File: config.mk
export PLATFORM = sky130hd
export DESIGN_NAME = pc_sequencer
export DESIGN_NICKNAME = d
export VERILOG_FILES = /design/src/rtl/pc_seq_pkg.sv /design/src/rtl/pc_sequencer_ret_stack.sv /design/src/rtl/pc_sequencer.sv
export SDC_FILE = /design/constraint.sdc
export NUM_CORES = 1
export LEC_CHECK = 0
export ABC_AREA = 1
export BUFFER_PORTS_ARGS = -buffer_cell sky130_fd_sc_hd__buf_2
export CAP_MARGIN = 10
export CORE_MARGIN = 3
export CORE_UTILIZATION = 50
export DETAILED_ROUTE_END_ITERATION = 10
export PLACE_DENSITY = 0.67
export SLEW_MARGIN = 15
export SYNTH_ARGS = -nofsm -noshare
export SYNTH_HDL_FRONTEND = slang
export SYNTH_HIERARCHICAL = 1
export SYNTH_SLANG_ARGS = --single-unit
File: constraint.sdc
create_clock -name clk -period 4.9 [get_ports clk]
set_input_delay 0.245 -clock clk [delete_from_list [all_inputs] [get_ports clk]]
set_output_delay 0.245 -clock clk [all_outputs]
set_load 0.02 [all_outputs]
File: src/rtl/pc_seq_pkg.sv
// pc_seq_pkg: shared state and command encodings for the PC sequencer
package pc_seq_pkg;
  typedef enum logic [1:0] {IDLE, RUN, DONE} pc_state_t;
  typedef enum logic [2:0] {CMD_HOLD, CMD_HALT, CMD_RET, CMD_CALL, CMD_ABS, CMD_REL, CMD_INC} pc_cmd_t;
endpackage

File: src/rtl/pc_sequencer_ret_stack.sv
// ret_stack: return-address LIFO with combinational top-of-stack and synchronous clear
module ret_stack #(
  parameter int D = 9,
  parameter int DEPTH = 4
) (
  input  logic                         clk,
  input  logic                         reset,
  input  logic                         clear,
  input  logic                         push,
  input  logic                         pop,
  input  logic [D-1:0]                 wdata,
  output logic [D-1:0]                 rdata,
  output logic                         full,
  output logic                         empty,
  output logic [$clog2(DEPTH+1)-1:0]   depth
);
  localparam int PW = $clog2(DEPTH + 1);
  logic [D-1:0]  r_mem [DEPTH];
  logic [PW-1:0] r_ptr;
  assign full  = r_ptr == PW'(DEPTH);
  assign empty = r_ptr == '0;
  assign depth = r_ptr;
  // top entry sits just below the pointer; reads zero when empty
  always_comb begin
    rdata = '0;
    for (int i = 0; i < DEPTH; i++) if (r_ptr == PW'(i + 1)) rdata = r_mem[i];
  end
  // pointer moves on accepted push/pop; clear and reset empty the stack
  always_ff @(posedge clk) begin
    if (reset || clear) r_ptr <= '0;
    else if (push && !full) r_ptr <= r_ptr + PW'(1);
    else if (pop && !empty) r_ptr <= r_ptr - PW'(1);
  end
  // write the pushed address into the slot the pointer names
  always_ff @(posedge clk) begin
    for (int i = 0; i < DEPTH; i++) if (push && !full && !clear && !reset && r_ptr == PW'(i)) r_mem[i] <= wdata;
  end
endmodule

File: src/rtl/pc_sequencer.sv
// pc_sequencer: fetch-stage PC with start/run/done FSM, branches, stall and call/return stack
module pc_sequencer
  import pc_seq_pkg::*;
#(
  parameter int D = 9,
  parameter int DEPTH = 4
) (
  input  logic                         clk,
  input  logic                         reset,
  input  logic                         start,
  input  logic [D-1:0]                 start_addr,
  input  logic                         stall,
  input  logic                         taken,
  input  logic                         br_rel,
  input  logic                         br_abs,
  input  logic                         call,
  input  logic                         ret,
  input  logic                         halt,
  input  logic [D-1:0]                 target,
  output logic [D-1:0]                 prog_ctr,
  output logic                         running,
  output logic                         done,
  output logic                         stack_err,
  output logic [$clog2(DEPTH+1)-1:0]   stack_depth
);
  pc_state_t    r_state, w_state;
  pc_cmd_t      w_cmd;
  logic [D-1:0] r_pc, w_pc, w_top, w_inc;
  logic         r_err, w_full, w_empty, w_push, w_pop, w_err_set;
  assign w_inc = r_pc + D'(1);
  ret_stack #(.D(D), .DEPTH(DEPTH)) u_stack (
    .clk(clk), .reset(reset), .clear(start), .push(w_push), .pop(w_pop), .wdata(w_inc),
    .rdata(w_top), .full(w_full), .empty(w_empty), .depth(stack_depth)
  );
  // priority decode of this cycle's command, next state and next PC
  always_comb begin
    w_cmd = CMD_HOLD;
    if (r_state == RUN && !stall)
      w_cmd = halt ? CMD_HALT : ret ? CMD_RET : call ? CMD_CALL :
              (br_abs && taken) ? CMD_ABS : (br_rel && taken) ? CMD_REL : CMD_INC;
    w_err_set = (w_cmd == CMD_RET && w_empty) || (w_cmd == CMD_CALL && w_full);
    w_push = !start && w_cmd == CMD_CALL && !w_full;
    w_pop = !start && w_cmd == CMD_RET && !w_empty;
    w_state = start ? RUN : (w_cmd == CMD_HALT || w_err_set) ? DONE : r_state;
    w_pc = start ? start_addr : w_pop ? w_top : w_push ? target :
           w_cmd == CMD_ABS ? target : w_cmd == CMD_REL ? r_pc + target :
           w_cmd == CMD_INC ? w_inc : r_pc;
  end
  // state, PC and sticky stack error registers
  always_ff @(posedge clk) begin
    if (reset) begin
      r_state <= IDLE;
      r_pc <= '0;
      r_err <= 1'b0;
    end else begin
      r_state <= w_state;
      r_pc <= w_pc;
      r_err <= start ? 1'b0 : (r_err || w_err_set);
    end
  end
  assign prog_ctr  = r_pc;
  assign running   = r_state == RUN;
  assign done      = r_state == DONE;
  assign stack_err = r_err;
endmodule

# ---- After elaboration in Yosys (flattened, before gate mapping)
# Memories as Yosys holds them, arrays and structs flattened.
# Index checks and enable logic that the tools add are counted.
dict set report totals {
  memories 1
  reg_bits 15
  word_cells 93
  output_inout_bits 15
  mem_bits_rw 36
}
dict set report classes {
  muxes 37
  n_reduce_logical 34
  addsub 4
  eq_ne 12
}
# name depth word_bits rd rd_clocked_by_memory_dff write_ports line
set mem_list {}
lappend mem_list {u_stack.r_mem 4 9 4 0 1 pc_sequencer_ret_stack.sv:18} ;# logic [D-1:0] r_mem [DEPTH];
# op n
set op_table {}
lappend op_table {{9-bit 2-to-1 mux} 13}
lappend op_table {{9-bit OR reduction} 3}
lappend op_table {{3-bit 2-to-1 mux} 6}
lappend op_table {{1-bit logical AND} 17}
lappend op_table {{1-bit 2-to-1 mux} 13}
lappend op_table {{3-bit by 2-bit == test with 1-bit output, second input constant} 4}
lappend op_table {{3-bit == test, second input constant} 4}
lappend op_table {{2-bit 2-to-1 mux} 5}
lappend op_table {{9-bit by 1-bit adder with 9-bit output, second input constant} 1}
lappend op_table {{9-bit adder} 1}
lappend op_table {{3-bit by 1-bit == test with 1-bit output, second input constant} 2}
lappend op_table {{6-bit nonzero test} 1}
lappend op_table {{1-bit logical NOT} 5}
lappend op_table {{1-bit logical OR} 4}
lappend op_table {{2-bit nonzero test} 2}
lappend op_table {{3-bit by 1-bit adder with 3-bit output, second input constant} 1}
lappend op_table {{3-bit logical NOT} 1}
lappend op_table {{3-bit by 1-bit subtractor with 3-bit output, second input constant} 1}
lappend op_table {{2-bit by 1-bit == test with 1-bit output, second input constant} 1}
lappend op_table {{2-bit == test, second input constant} 1}
lappend op_table {{2-bit OR reduction} 1}

# ---- Logic depth before layout (Yosys ltp)
dict set report logic_depth {
  word_depth 20
  ltp_mapped 16
  depth_no_buf 16
}

# ---- Hierarchy
# Netlist, hierarchy kept.
# module seq_area_each_um2 area_per_inst_um2 cells_each instances
set by_module_without_submodules {}
lappend by_module_without_submodules {ret_stack 1141.1 1765.4 165 1}
lappend by_module_without_submodules {pc_sequencer 240.2 1679.1 287 1}

# ---- Least setup slack after synthesis
# No wires, ideal clock.
dict set report synth_path {
  path_type {register to register}
  start {reg u_stack.r_ptr[0] (netlist: u_stack/depth[0])}
  end {mem u_stack.r_mem[2][0] (enable)}
  path_stages_with_launch 11
  required_time_ns 4.513
  arrival_time_ns 2.404
  setup_slack_ns 2.110
  path_cell_list {dfxtp_1 -> inv_1 -> ha_1 -> nand2_4 -> inv_4 -> buf_6 -> nor2_1 -> nand3_2 -> inv_1 -> nand3_1 -> nor3_1}
}
dict set report synth_via {
  elab_chain_len 13
}
# element line
set synth_lines {}
lappend synth_lines {{start: declaration} pc_sequencer_ret_stack.sv:19} ;# logic [PW-1:0] r_ptr;
lappend synth_lines {{start signal: assignment} pc_sequencer_ret_stack.sv:31} ;# else if (push && !full) r_ptr <= r_ptr + PW'(1);
lappend synth_lines {{start signal: assignment} pc_sequencer_ret_stack.sv:32} ;# else if (pop && !empty) r_ptr <= r_ptr - PW'(1);
lappend synth_lines {{3-bit == test (*)} pc_sequencer_ret_stack.sv:20} ;# assign full = r_ptr == PW'(DEPTH);
lappend synth_lines {{via w_full} pc_sequencer.sv:29} ;# logic r_err, w_full, w_empty, w_push, w_pop, w_err_set;
lappend synth_lines {{1-bit logical NOT (*)} pc_sequencer.sv:42} ;# w_push = !start && w_cmd == CMD_CALL && !w_full;
lappend synth_lines {{1-bit logical AND (*)} pc_sequencer.sv:42}
lappend synth_lines {{via w_push} pc_sequencer.sv:29}
lappend synth_lines {{1-bit logical AND (*) (3 in a row)} pc_sequencer_ret_stack.sv:36} ;# for (int i = 0; i < DEPTH; i++) if (push && !full && !clear && !reset && r_ptr == PW'(i)) r_mem[i] <= wdata;
lappend synth_lines {{1-bit logical AND} pc_sequencer_ret_stack.sv:36}
lappend synth_lines {{1-bit 2-to-1 mux} pc_sequencer_ret_stack.sv:36}
lappend synth_lines {{1-bit 2-to-1 mux (not written as such)} pc_sequencer_ret_stack.sv:36}
lappend synth_lines {{9-bit OR reduction (no source line)} --}
lappend synth_lines {{2-bit 2-to-1 mux (no source line) / 1-bit 2-to-1 mux (equally long branches) (3 in a row)} --}
lappend synth_lines {{end: declaration} pc_sequencer_ret_stack.sv:18}
# The timed path passes the listed nets; every way through them passes the cells marked *.

# ---- Worst setup path in the final report
dict set report layout_path {
  start {reg u_stack.r_ptr[0] (netlist: u_stack/depth[0])}
  end {mem u_stack.r_mem[0][7] (enable)}
}
# The elaborated chain is that of the path after synthesis.

==> impl_metrics.ini <==
[detailed_routing]
dr.pass1.iters = 4
wl_per_cell_um = 13.4
ant_nets = 0
wirelength_mm = 7.64
drc = 0
viasPerCell = 5.03
dr_total_vias = 2869
drtIter0Drc = 100

[finish]
fin_util = 0.581
drive_gt1_frac = 0.176
stdcell_area_mm2 = 0.00377
syn2layout_area_growth_pct = 9.48
final_net_count = 536
antenna_cells = 0

[global_route]
antenna_found_initial = 0
grt_max_degree = 21
grt_pass1_vias = 2658
grt_remaining_overflow = 0
grt_pass1_wl_mm = 12.6
grt_usage = 0.203

[status]
outcome = completed

[run]
max-cap-violations = 0

[critical_path]
regToRegStartpoint = u_stack/depth[0]
setup.worst_path.end_class = flip-flop
path_max_fanout = 20
ff2ff_setup_slack_ns = 2.23
start_kind = flip-flop
ff2ff_path_depth = 9
critical_path_class = reg2reg
cpPeakStageDelay_ns = 0.66
required_ns = 4.85
cp.arrival_ns = 2.62
r2r-end = u_stack/r_mem[0][7]
crit_path_cell_trace = inv_1 -> ha_1 -> nand2_4 -> inv_4 -> nor2_1 -> nand3_2 -> inv_1 -> nand3_1 -> nor2_1
crit_slowest_cell = nor2_1

[yosys]
synth_top_family_by_area = simple AND/OR/NAND/NOR gates
synth-edff-count = 36
synth_ff_type = edfxtp_1
synth_xor_area_frac = 0.0203
syn_inst = 452
synth_area_leaders = edfxtp_1 31%, nand2_1 15%, dfxtp_1 8.7%, nand3_1 6.4%, inv_1 6.0%
ys_top_cells_by_count = 139 x nand2_1, 55 x inv_1, 49 x nor2_1, 44 x nand3_1, 36 x edfxtp_1
synth_top_area_frac = 0.314
synth_top_area_cell = edfxtp_1
synthArstFlopShare = 0
yosysWarnings = 6
synth_nets = 496
yosys.area_share.simple = 0.347
synth.most_common_cell = nand2_1
ys_ff_latch = 51
seq_area_frac_synth = 0.401
syn_area_mm2 = 0.00344
syn_avg_cell_area_um2 = 7.62
ys_types = 38
synth_compound_area_frac = 0.0741
synth_mux_area_frac = 0
yosys.area_share.adder = 0.0603

[cts]
cts_buffers = 5
cts.sinks = 51
hold_buffers = 0
cts_tree = done
clock_path_buffers = 2
cts-root-buf = clkbuf_8
htree_levels = 2
clk_latency_ns = 0.31
clkSlewWorstSetupHoldPaths_ns = 0.10
post_cts.repair.setup_buffers = 0
ctsResizeCount = 0

[power_and_ir_drop]
power_uw = 894
power_density_mw_per_mm2 = 237
ir_worst_vdd_uv = 110
leakage_uw = 0.00182

[worst_hold_path]
hold_start = reset
hold_class = in2reg
holdPathStages = 2
whs_endpoint = r_state[0]

[timing]
timing.final.crit_share = 0.546
hold_viol = 0
tightest_slew_ns = 0.800
finClkSkew_ns = 0.00916
finalCriticalPeriod_ns = 2.67
relSlewSlack = 0.465
setup_viol = 0
fin_tns_setup_ns = 0
max_freq_mhz = 374
maxSlewViolCount = 0
whs_ns = 0.180
rsz0062_at_grt = false

[floorplanning]
die_x_um = 89
fp.dieH_um = 89
rows = 29
ioPinCount = 43
coreArea_mm2 = 0.00649
start_util = 0.530
die_area_mm2 = 0.00792

[place]
gp_congestion = 0.853
hpwl_mm = 5.92
io_buffers = 42
place_area_mm2 = 0.00366
## placed cells by master (no fill, tap or decap), types with 3 or more instances in the layout
cell type  count
clkbuf_8       5
dfxtp_1       15
ha_1          15
o21ai_0       10
nand2_4        3
nand3_1       44
nor2_4         5
nand2_2        3
inv_4          3
edfxtp_1      36
xor2_1         7
a21oi_1       22
nand2_1      139
nand3_2        5
or2_2          4
buf_2         42
o21ai_2        4
inv_1         55
nor2_1        49
## through the flow
stage                     setup slack, ns  std cells
after detailed placement             1.95        562
after global routing                 1.99        570
after floorplan                      2.11        452
after CTS                            1.94        570
final                                2.23        570
after global placement               2.03        562
## kinds of logic (layout without fill, tap and decap cells)
kind of cell / count (synthesis) / after routing
flip-flops: 51 / 51
AND/OR/NAND/NOR: 263 / 263
XOR/XNOR: 8 / 8
buffers and inverters: 70 / 111
adder cells (fa/ha/maj): 16 / 16
AO/OA/AOI/OAI: 44 / 44
## power breakdown
group          switching [µW]  internal, µW
Clock                     154           106
Combinational            95.5          54.8
Sequential               11.6           471
## worst max-delay path by stage
stage                           startpoint                   to  slack (ns)  cells after the start
after floorplan           u_stack/depth[0]  u_stack/r_mem[2][0]        2.11                     10
after global placement    u_stack/depth[0]  u_stack/r_mem[1][1]        2.03                      9
final                     u_stack/depth[0]  u_stack/r_mem[0][7]        2.23                      9
after CTS                 u_stack/depth[0]  u_stack/r_mem[2][7]        1.94                      9
after global routing      u_stack/depth[0]  u_stack/r_mem[0][7]        1.99                      9
after detailed placement  u_stack/depth[0]  u_stack/r_mem[2][0]        1.95                      9
## worst max-delay path, delay by kind of cell, from the launching register on
family                     cells  cell delay (ns)
adders and majority gates      1             0.26
buffers and inverters          3             0.40
DFF                            1             0.42
and+or+nand+nor                5             1.22
## sequential cells by signal, summed over array words and instances (netlist names)
signal         count
r_state            2
prog_ctr           9
stack_err          1
u_stack/depth      3
u_stack/r_mem     36
## layout make-up
cell class / instances / area, µm²
fillers: 632 / 2720
multi-input cells: 331 / 1740
flip-flops and latches: 51 / 1380
inverters: 61 / 249
repair buffers: 42 / 210
well taps: 77 / 96.3
clock buffers: 5 / 68.8
clock inverters: 3 / 28.8
## per-layer routing
layer	part of all wire	vias to the layer above	track usage
met5	0	-	0
met4	0.0080	0	0.0433
met3	0.032	6	0.0304
met2	0.46	41	0.323
met1	0.50	1287	0.293
li1	-	1535	-
No activity file was read; power rests on OpenSTA's default activity.
